$ cat config.mk
export PLATFORM = sky130hd
export DESIGN_NAME = key_counter_ctrl
export DESIGN_NICKNAME = d
export VERILOG_FILES = /design/src/rtl/key_ctrl_pkg.sv /design/src/rtl/key_counter_ctrl_debounce.sv /design/src/rtl/key_counter_ctrl.sv
export SDC_FILE = /design/constraint.sdc
export NUM_CORES = 1
export LEC_CHECK = 0
export ABC_AREA = 1
export CAP_MARGIN = 20
export CORE_MARGIN = 2
export CORE_UTILIZATION = 45
export CTS_CLUSTER_SIZE = 28
export DETAILED_ROUTE_END_ITERATION = 10
export GPL_ROUTABILITY_DRIVEN = 0
export PLACE_DENSITY = 0.73
export SYNTH_ARGS = -nofsm -noshare
export SYNTH_HDL_FRONTEND = slang
export SYNTH_SLANG_ARGS = --single-unit
$ cat constraint.sdc
create_clock -name clk -period 1.6 [get_ports clk]
set_clock_uncertainty 0.05 [all_clocks]
set_input_delay 0.24 -clock clk [delete_from_list [all_inputs] [get_ports clk]]
set_output_delay 0.24 -clock clk [all_outputs]
set_load 0.02 [all_outputs]
$ cat src/rtl/key_ctrl_pkg.sv
// Shared types and constants for the debounced key-driven BCD counter.
// Optional auto-repeat is enabled by defining AUTO_REPEAT_EN.
package key_ctrl_pkg;

  typedef enum logic {
    IDLE,
    LOCK
  } state_e;

  localparam int NUM_KEYS  = 3;
  localparam int KEY_UP    = 0;
  localparam int KEY_DOWN  = 1;
  localparam int KEY_CLEAR = 2;

  localparam logic [3:0] BCD_MAX = 4'd9;

  function automatic logic [3:0] bcd_next(
    input logic [3:0] v,
    input logic       dn
  );
    if (dn)
      return (v == 4'd0 || v > BCD_MAX) ? BCD_MAX : v - 4'd1;
    else
      return (v >= BCD_MAX) ? 4'd0 : v + 4'd1;
  endfunction

endpackage

$ cat src/rtl/key_counter_ctrl_debounce.sv
// One key: 2-flop synchronizer, tick-based debounce count, stable value
// and a one-cycle press event on each qualified 0->1 flip.
module key_debounce #(
  parameter int STABLE_TICKS = 4
) (
  input  logic clk,
  input  logic rst,
  input  logic tick,
  input  logic key_raw,
  output logic stable,
  output logic press
);

  localparam int CW = $clog2(STABLE_TICKS + 1);

  logic          meta_q;
  logic          sync_q;
  logic          stable_q, stable_d;
  logic          press_q, press_d;
  logic [CW-1:0] cnt_q, cnt_d;

  always_comb begin
    cnt_d    = cnt_q;
    stable_d = stable_q;
    press_d  = 1'b0;
    if (tick) begin
      if (sync_q != stable_q) begin
        if (cnt_q == CW'(STABLE_TICKS - 1)) begin
          stable_d = ~stable_q;
          press_d  = ~stable_q;
          cnt_d    = '0;
        end else begin
          cnt_d = cnt_q + CW'(1);
        end
      end else begin
        cnt_d = '0;
      end
    end
  end

  always_ff @(posedge clk or posedge rst) begin
    if (rst) begin
      meta_q   <= 1'b0;
      sync_q   <= 1'b0;
      stable_q <= 1'b0;
      press_q  <= 1'b0;
      cnt_q    <= '0;
    end else begin
      meta_q   <= key_raw;
      sync_q   <= meta_q;
      stable_q <= stable_d;
      press_q  <= press_d;
      cnt_q    <= cnt_d;
    end
  end

  assign stable = stable_q;
  assign press  = press_q;

endmodule

$ cat src/rtl/key_counter_ctrl.sv
// Debounced up/down/clear keys driving a BCD counter with a press lock.
// Define AUTO_REPEAT_EN to repeat up/down while the entry key is held.
module key_counter_ctrl
  import key_ctrl_pkg::*;
#(
  parameter int TICK_BITS    = 16,
  parameter int STABLE_TICKS = 4,
  parameter int REPEAT_TICKS = 32
) (
  input  logic                clk,
  input  logic                rst,
  input  logic [NUM_KEYS-1:0] key,
  output logic [3:0]          led,
  output logic                step,
  output logic                busy
);

  if (TICK_BITS < 1 || STABLE_TICKS < 1 || REPEAT_TICKS < 1) begin : g_bad_param
    $error("key_counter_ctrl: parameters must be >= 1");
  end

  logic [TICK_BITS-1:0] presc_q, presc_d;
  logic                 tick;
  logic [NUM_KEYS-1:0]  stable;
  logic [NUM_KEYS-1:0]  press;
  state_e               state_q, state_d;
  logic [3:0]           led_q, led_d;
  logic                 step_q, step_d;
  logic                 busy_q, busy_d;

  assign tick    = &presc_q;
  assign presc_d = presc_q + TICK_BITS'(1);

  for (genvar i = 0; i < NUM_KEYS; i++) begin : g_key
    key_debounce #(
      .STABLE_TICKS(STABLE_TICKS)
    ) u_deb (
      .clk    (clk),
      .rst    (rst),
      .tick   (tick),
      .key_raw(key[i]),
      .stable (stable[i]),
      .press  (press[i])
    );
  end

`ifdef AUTO_REPEAT_EN
  localparam int RW = $clog2(REPEAT_TICKS + 1);

  logic [RW-1:0]       rpt_q, rpt_d;
  logic [1:0]          rkey_q, rkey_d;
  logic [NUM_KEYS-1:0] stable_prev_q;
  logic                tick_q;
  logic                rpt_hold;

  // Counted one cycle after the tick so a releasing key is already seen low.
  assign rpt_hold = (rkey_q != 2'(KEY_CLEAR)) &&
                    (stable == (NUM_KEYS'(1) << rkey_q));
`endif

  always_comb begin
    state_d = state_q;
    led_d   = led_q;
    step_d  = 1'b0;
`ifdef AUTO_REPEAT_EN
    rpt_d   = rpt_q;
    rkey_d  = rkey_q;
`endif
    unique case (state_q)
      IDLE: begin
        if (|press) begin
          state_d = LOCK;
          step_d  = 1'b1;
          if (press[KEY_CLEAR])
            led_d = 4'd0;
          else
            led_d = bcd_next(led_q, !press[KEY_UP]);
`ifdef AUTO_REPEAT_EN
          rpt_d  = '0;
          rkey_d = press[KEY_CLEAR] ? 2'(KEY_CLEAR) :
                   press[KEY_UP]    ? 2'(KEY_UP)    : 2'(KEY_DOWN);
`endif
        end
      end
      LOCK: begin
        if (stable == '0)
          state_d = IDLE;
`ifdef AUTO_REPEAT_EN
        if (stable != stable_prev_q) begin
          rpt_d = '0;
        end else if (tick_q && rpt_hold) begin
          if (rpt_q == RW'(REPEAT_TICKS - 1)) begin
            rpt_d  = '0;
            step_d = 1'b1;
            led_d  = bcd_next(led_q, rkey_q == 2'(KEY_DOWN));
          end else begin
            rpt_d = rpt_q + RW'(1);
          end
        end
`endif
      end
      default: state_d = IDLE;
    endcase
    busy_d = (state_d == LOCK);
  end

  always_ff @(posedge clk or posedge rst) begin
    if (rst) begin
      presc_q       <= '0;
      state_q       <= IDLE;
      led_q         <= 4'd0;
      step_q        <= 1'b0;
      busy_q        <= 1'b0;
`ifdef AUTO_REPEAT_EN
      rpt_q         <= '0;
      rkey_q        <= 2'(KEY_UP);
      stable_prev_q <= '0;
      tick_q        <= 1'b0;
`endif
    end else begin
      presc_q       <= presc_d;
      state_q       <= state_d;
      led_q         <= led_d;
      step_q        <= step_d;
      busy_q        <= busy_d;
`ifdef AUTO_REPEAT_EN
      rpt_q         <= rpt_d;
      rkey_q        <= rkey_d;
      stable_prev_q <= stable;
      tick_q        <= tick;
`endif
    end
  end

  assign led  = led_q;
  assign step = step_q;
  assign busy = busy_q;

endmodule

# Word level (Yosys, flattened, before mapping)
# Index checks and enable logic that the tools add are counted.
# Widths: inputs -> output; s select.
dict set report totals {
  reg_bits 43
  input_bits 5
  out_inout_bits 6
  word_cells 69
}
dict set report op_classes {
  addsub 6
  magnitude_cmp 2
  eq_ne 6
  muxes 23
  n_bitwise 4
  reduce_logical 9
}
# op count
set ops {}
lappend ops {{$reduce_and 18->1} 3}
lappend ops {{$mux 3} 6}
lappend ops {{$add 16x1->16 const B} 1}
lappend ops {{$mux 4} 4}
lappend ops {{$reduce_and 16->1} 1}
lappend ops {{$mux 1} 12}
lappend ops {{$add 3x1->3 const B} 3}
lappend ops {{$eq 3x2->1 const B} 3}
lappend ops {{$add 4x1->4 const B} 1}
lappend ops {{$ge 4x4->1 const B} 1}
lappend ops {{$gt 4x4->1 const B} 1}
lappend ops {{$logic_not 4->1} 1}
lappend ops {{$not 1->1} 4}
lappend ops {{$sub 4x1->4 const B} 1}
lappend ops {{$logic_not 3->1} 1}
lappend ops {{$ne 1x1->1} 3}
lappend ops {{$reduce_or 3->1} 1}
lappend ops {{$pmux 1 s2} 1}
lappend ops {{$reduce_and 2->1} 1}
lappend ops {{$logic_or 1x1->1} 1}

# Depth between registers and ports, before layout
dict set report depth {
  word_depth 5
  mapped_depth 9
}

# Cells and area by module
# A second synthesis with hierarchy kept.
dict set report unflattened {
  hier_cells 248
  area_unflattened_um2 2153.3
}
# module instances cells_each area_each_um2 seq_area_each_um2
set by_module_without_submodules {}
lappend by_module_without_submodules {key_counter_ctrl 1 149 1229.9 550.5}
lappend by_module_without_submodules {key_debounce 3 33 307.8 175.2}

# Worst setup path before layout
# No wires, ideal clock.
dict set report synth_timing {
  path_kind {register -> register}
  from {register led_q[0] (netlist: led[0])}
  to {register led_q[2] (netlist: led[2])}
  setup_time_ns 0.117
  arrival_time_ns 1.348
  required_time_ns 1.433
  slack_ns 0.085
  stages_incl_launch_ff 9
  n_path_buf 0
  path_cell_list {dfrtp_1 inv_1 ha_1 a21oi_1 nand2_1 nand3_1 nand2_1 nand2_1 nand2_1}
}
dict set report synth_between {
  elab_chain_cells 5
  elab_cells_between_ends 10
  classes_between {add/sub (2); order compare (2); mux (4); reduce/logical (2)}
}
# item line
set synth_rtl {}
lappend synth_rtl {{start: declaration} key_counter_ctrl.sv:27} ;# logic [3:0] led_q, led_d;
lappend synth_rtl {{start signal: assignment} key_counter_ctrl.sv:123} ;# led_q <= led_d;
lappend synth_rtl {{$gt 4x4->1 / $logic_not 4->1 (equally long branches)} key_ctrl_pkg.sv:22} ;# return (v == 4'd0 || v > BCD_MAX) ? BCD_MAX : v - 4'd1;
lappend synth_rtl {{$logic_or 1x1->1} key_ctrl_pkg.sv:22}
lappend synth_rtl {{$mux 4} key_ctrl_pkg.sv:22}
lappend synth_rtl {{$mux 4 (*)} key_ctrl_pkg.sv:21} ;# if (dn)
lappend synth_rtl {{$mux 4 (*)} key_counter_ctrl.sv:74} ;# if (press[KEY_CLEAR])
# Mark *: on every way between the ends. The rest lies on a longest branch, timed or not.
# A chain may end at the register's enable or synchronous reset.

# Final worst setup path
dict set report layout_timing {
  from {register presc_q[0]}
  to {register g_key[2].u_deb.stable_q}
}
dict set report layout_between {
  elab_chain_cells 1
}
# item line
set layout_rtl {}
lappend layout_rtl {{start: declaration} key_counter_ctrl.sv:22} ;# logic [TICK_BITS-1:0] presc_q, presc_d;
lappend layout_rtl {{start signal: assignment} key_counter_ctrl.sv:121} ;# presc_q <= presc_d;
lappend layout_rtl {{$reduce_and 18->1 (no line)} -}
lappend layout_rtl {{end signal: assignment} key_counter_ctrl_debounce.sv:51} ;# stable_q <= stable_d;
lappend layout_rtl {{end: declaration} key_counter_ctrl_debounce.sv:18} ;# logic stable_q, stable_d;
# No other way between the ends.

==> results.sh <==
export IMPL_status="finished, final reports clean"
export IMPL_crit_arrival_ns=1.74
export IMPL_die_h_um=72.51
export IMPL_setup_viol=0
export IMPL_syn_inst=232
export IMPL_rsz0062_at_grt="yes"
export IMPL_hpwl_um=2621
export IMPL_finalHoldViolCount=0
export IMPL_multi_input_area_um2=979.7
export IMPL_syn_area_um2=2112
export IMPL_syn2layout_area_growth_pct=16.59
export IMPL_htreeDepth=2
export IMPL_crit_fanout=11
export IMPL_grt_usage=0.1551
export IMPL_slew_headroom=0.7529
export IMPL_grt_first_pass_wirelength_um=6354
export IMPL_vias_per_cell=5.166
export IMPL_grt_overflow=0
export IMPL_grt_use_met1=0.2089
export IMPL_dr_first_iter_drc_count=89
export IMPL_grt_max_degree=44
export IMPL_min_path_type="in2async"
export IMPL_cts_tree="done"
export IMPL_ff2ff_setup_slack_ns=0.04
export IMPL_tightest_slew_ns=0.3678
export IMPL_hold_slack_ns=0.2206
export IMPL_grt_pass1_vias=1457
export IMPL_final_max_slew_viol_count=0
export IMPL_wire_per_inst_um=12.15
export IMPL_drive_gt1_frac=0.1176
export IMPL_leakagePower_nw=1.251
export IMPL_powerDensity_nw_per_um2=812.7
export IMPL_drt_wl_total_um=3729
export IMPL_ios=11
export IMPL_nNetsFinal=267
export IMPL_final_min_clock_period_ns=1.558
export IMPL_cts_buffers=5
export IMPL_dp_cells=295
export IMPL_utilization=0.5541
export IMPL_clk_pin_slew_ns=0.08
export IMPL_r2r_cells=7
export IMPL_final_cells=307
export IMPL_busiest_layer="met2"
export IMPL_fmax_ghz=0.6417
export IMPL_cts_root_buf="clkbuf_8"
export IMPL_cp_required_ns=1.78
export IMPL_syn_area_per_cell_um2=9.104
export IMPL_use_met3=0.04167
export IMPL_cts_num_sinks=43
export IMPL_start_kind="register"
export IMPL_fillers=406
export IMPL_core_um2=4444
export IMPL_ys_seq_area_frac=0.5095
export IMPL_finalCritPeriodShare=0.9739
export IMPL_drc=0
export IMPL_ant_nets=0
export IMPL_die_area_um2=5258
export IMPL_grt_use_met2=0.2416
export IMPL_drtPass1Iterations=4
export IMPL_finalSetupTns_ns=0
export IMPL_synth_cell_type_count=24
export IMPL_rows=24
export IMPL_ys_warnings_count=0
export IMPL_port_buffers=10
export IMPL_clk_path_buf_depth=2
export IMPL_clock_latency_ns=0.29
export IMPL_cp_end_kind="register"
export IMPL_worstSetupPathType="reg2reg"
export IMPL_start_util=0.4752
export IMPL_ys_ff_latch=43
export IMPL_cts_hold_buf=0
export IMPL_antenna_cells=0
export IMPL_antenna_found_initial=0
export IMPL_vias=1586
export IMPL_regArea_um2=1076
export IMPL_fp_dieW_um=72.51
export IMPL_synth_fp_nets=245
export IMPL_ir_drop_uv=496.3
export IMPL_maxCapViolCount=0
worst max-delay path: stages, from the launching register on:
cell      delay (ns)
dfrtp_1         0.38
ha_2            0.21
nand3_2         0.12
nor2_4          0.20
nand2_8         0.13
nor2_2          0.24
nand3b_2        0.10
nand2_1         0.08
report_power, final:
part	switching [mW]	leakage [nW]	internal (mW)
clock network	0.355	0.0612	0.505
logic	0.0271	0.617	0.0174
registers	0.00304	0.573	1.09
logic make-up (layout without fill, tap and decap cells):
logic type                 after synthesis  after routing  share of synthesized area
and+or+nand+nor                        119            122                     0.2755
adders and majority gates                8              8                    0.04740
xor gates and xnor gates                16             16                    0.06635
DFF                                     43             43                     0.5095
buffers and inverters                   26             46                    0.05154
AOI/OAI and AO/OA                       20             20                    0.04977
flip-flops by register name, summed over array words and instances, names as in the netlist:
register            count
presc_q                16
g_key.u_deb.cnt_q       9
led                     4
g_key.u_deb.meta_q      3
g_key.u_deb.press       3
g_key.u_deb.stable      3
g_key.u_deb.sync_q      3
busy                    1
step                    1
cells in the mapped netlist:
cell type / count / area share
nand2_1: 53 / 0.094
dfrtp_1: 43 / 0.51
inv_1: 25 / 0.044
nand3_1: 21 / 0.050
nor2_1: 17 / 0.030
o21ai_0: 12 / 0.028
xnor2_1: 10 / 0.041
ha_1: 8 / 0.047
nor3_1: 8 / 0.019
a21oi_1: 6 / 0.014
xor2_1: 6 / 0.025
nand3b_1: 5 / 0.018
nand4_1: 3 / 0.0089
nand2_2: 2 / 0.0059
nand2_4: 2 / 0.011
nor2_2: 2 / 0.0059
nor2_4: 2 / 0.011
a211oi_1: 1 / 0.0036
a21boi_0: 1 / 0.0036
buf_8: 1 / 0.0071
nand3_2: 1 / 0.0047
nand3b_2: 1 / 0.0053
nor2_8: 1 / 0.0095
or2_2: 1 / 0.0030
layout by cell type (no fill, tap or decap), drive strengths merged:
cell type and instances:
bufinv 1, buf 3, inv 24, nor3 8, nand3 22, nand4 3, ha 8, dlygate4sd2 4
clkbuf 6, nand2 57, o21ai 12, a211oi 1, xnor2 10, xor2 6, clkinv 2, a21oi 6
clkdlybuf4s50 6, a21boi 1, nor2 25, or2 1, nand3b 6, dfrtp 43
per-stage QoR:
step	setup slack (ns)	power [mW]	cell area (um^2)
final	0.04176	2.001	2462
after global placement	0.09681	1.164	2290
after floorplan	0.08483	1.140	2112
after CTS	0.01098	2.025	2402
after detailed placement	0.02464	1.165	2290
after global routing	-0.03070	2.078	2462
timing repair:
action	in CTS	in global routing
buffers inserted	0	1
pin swaps	0	2
setup endpoints to repair	4	17
resized for setup	4	6
gates cloned	0	3
area by class of cell:
cell class | instances | share of cell area
sequential | 43 | 0.4370
clock buffer | 6 | 0.03354
tap | 52 | 0.02642
multi-input combinational | 166 | 0.3979
clock inverter | 2 | 0.01423
inverter | 25 | 0.03811
timing repair buffer | 13 | 0.05285
path summary, 6_finish.rpt:
| check | from | to |
|---|---|---|
| setup / recovery | presc_q[0]$_DFF_PP0_ | g_key[2].u_deb.stable$_DFFE_PP0P_ |
| hold / removal | rst | step$_DFF_PP0_ |
| setup reg to reg | presc_q[0]$_DFF_PP0_ | g_key[2].u_deb.stable$_DFFE_PP0P_ |
| hold reg to reg | g_key[0].u_deb.meta_q$_DFF_PP0_ | g_key[0].u_deb.sync_q$_DFF_PP0_ |
| max in group asynchronous | rst | g_key[2].u_deb.cnt_q[2]$_DFFE_PP0P_ |
| min in group clk | g_key[0].u_deb.meta_q$_DFF_PP0_ | g_key[0].u_deb.sync_q$_DFF_PP0_ |
routing by layer:
| layer | wire [um] | vias to the layer above |
|---|---|---|
| li1 | - | 793 |
| met1 | 1756 | 753 |
| met2 | 1782 | 34 |
| met3 | 134 | 6 |
| met4 | 55 | 0 |
| met5 | 0 | - |
(Power assumes the default switching activity.)
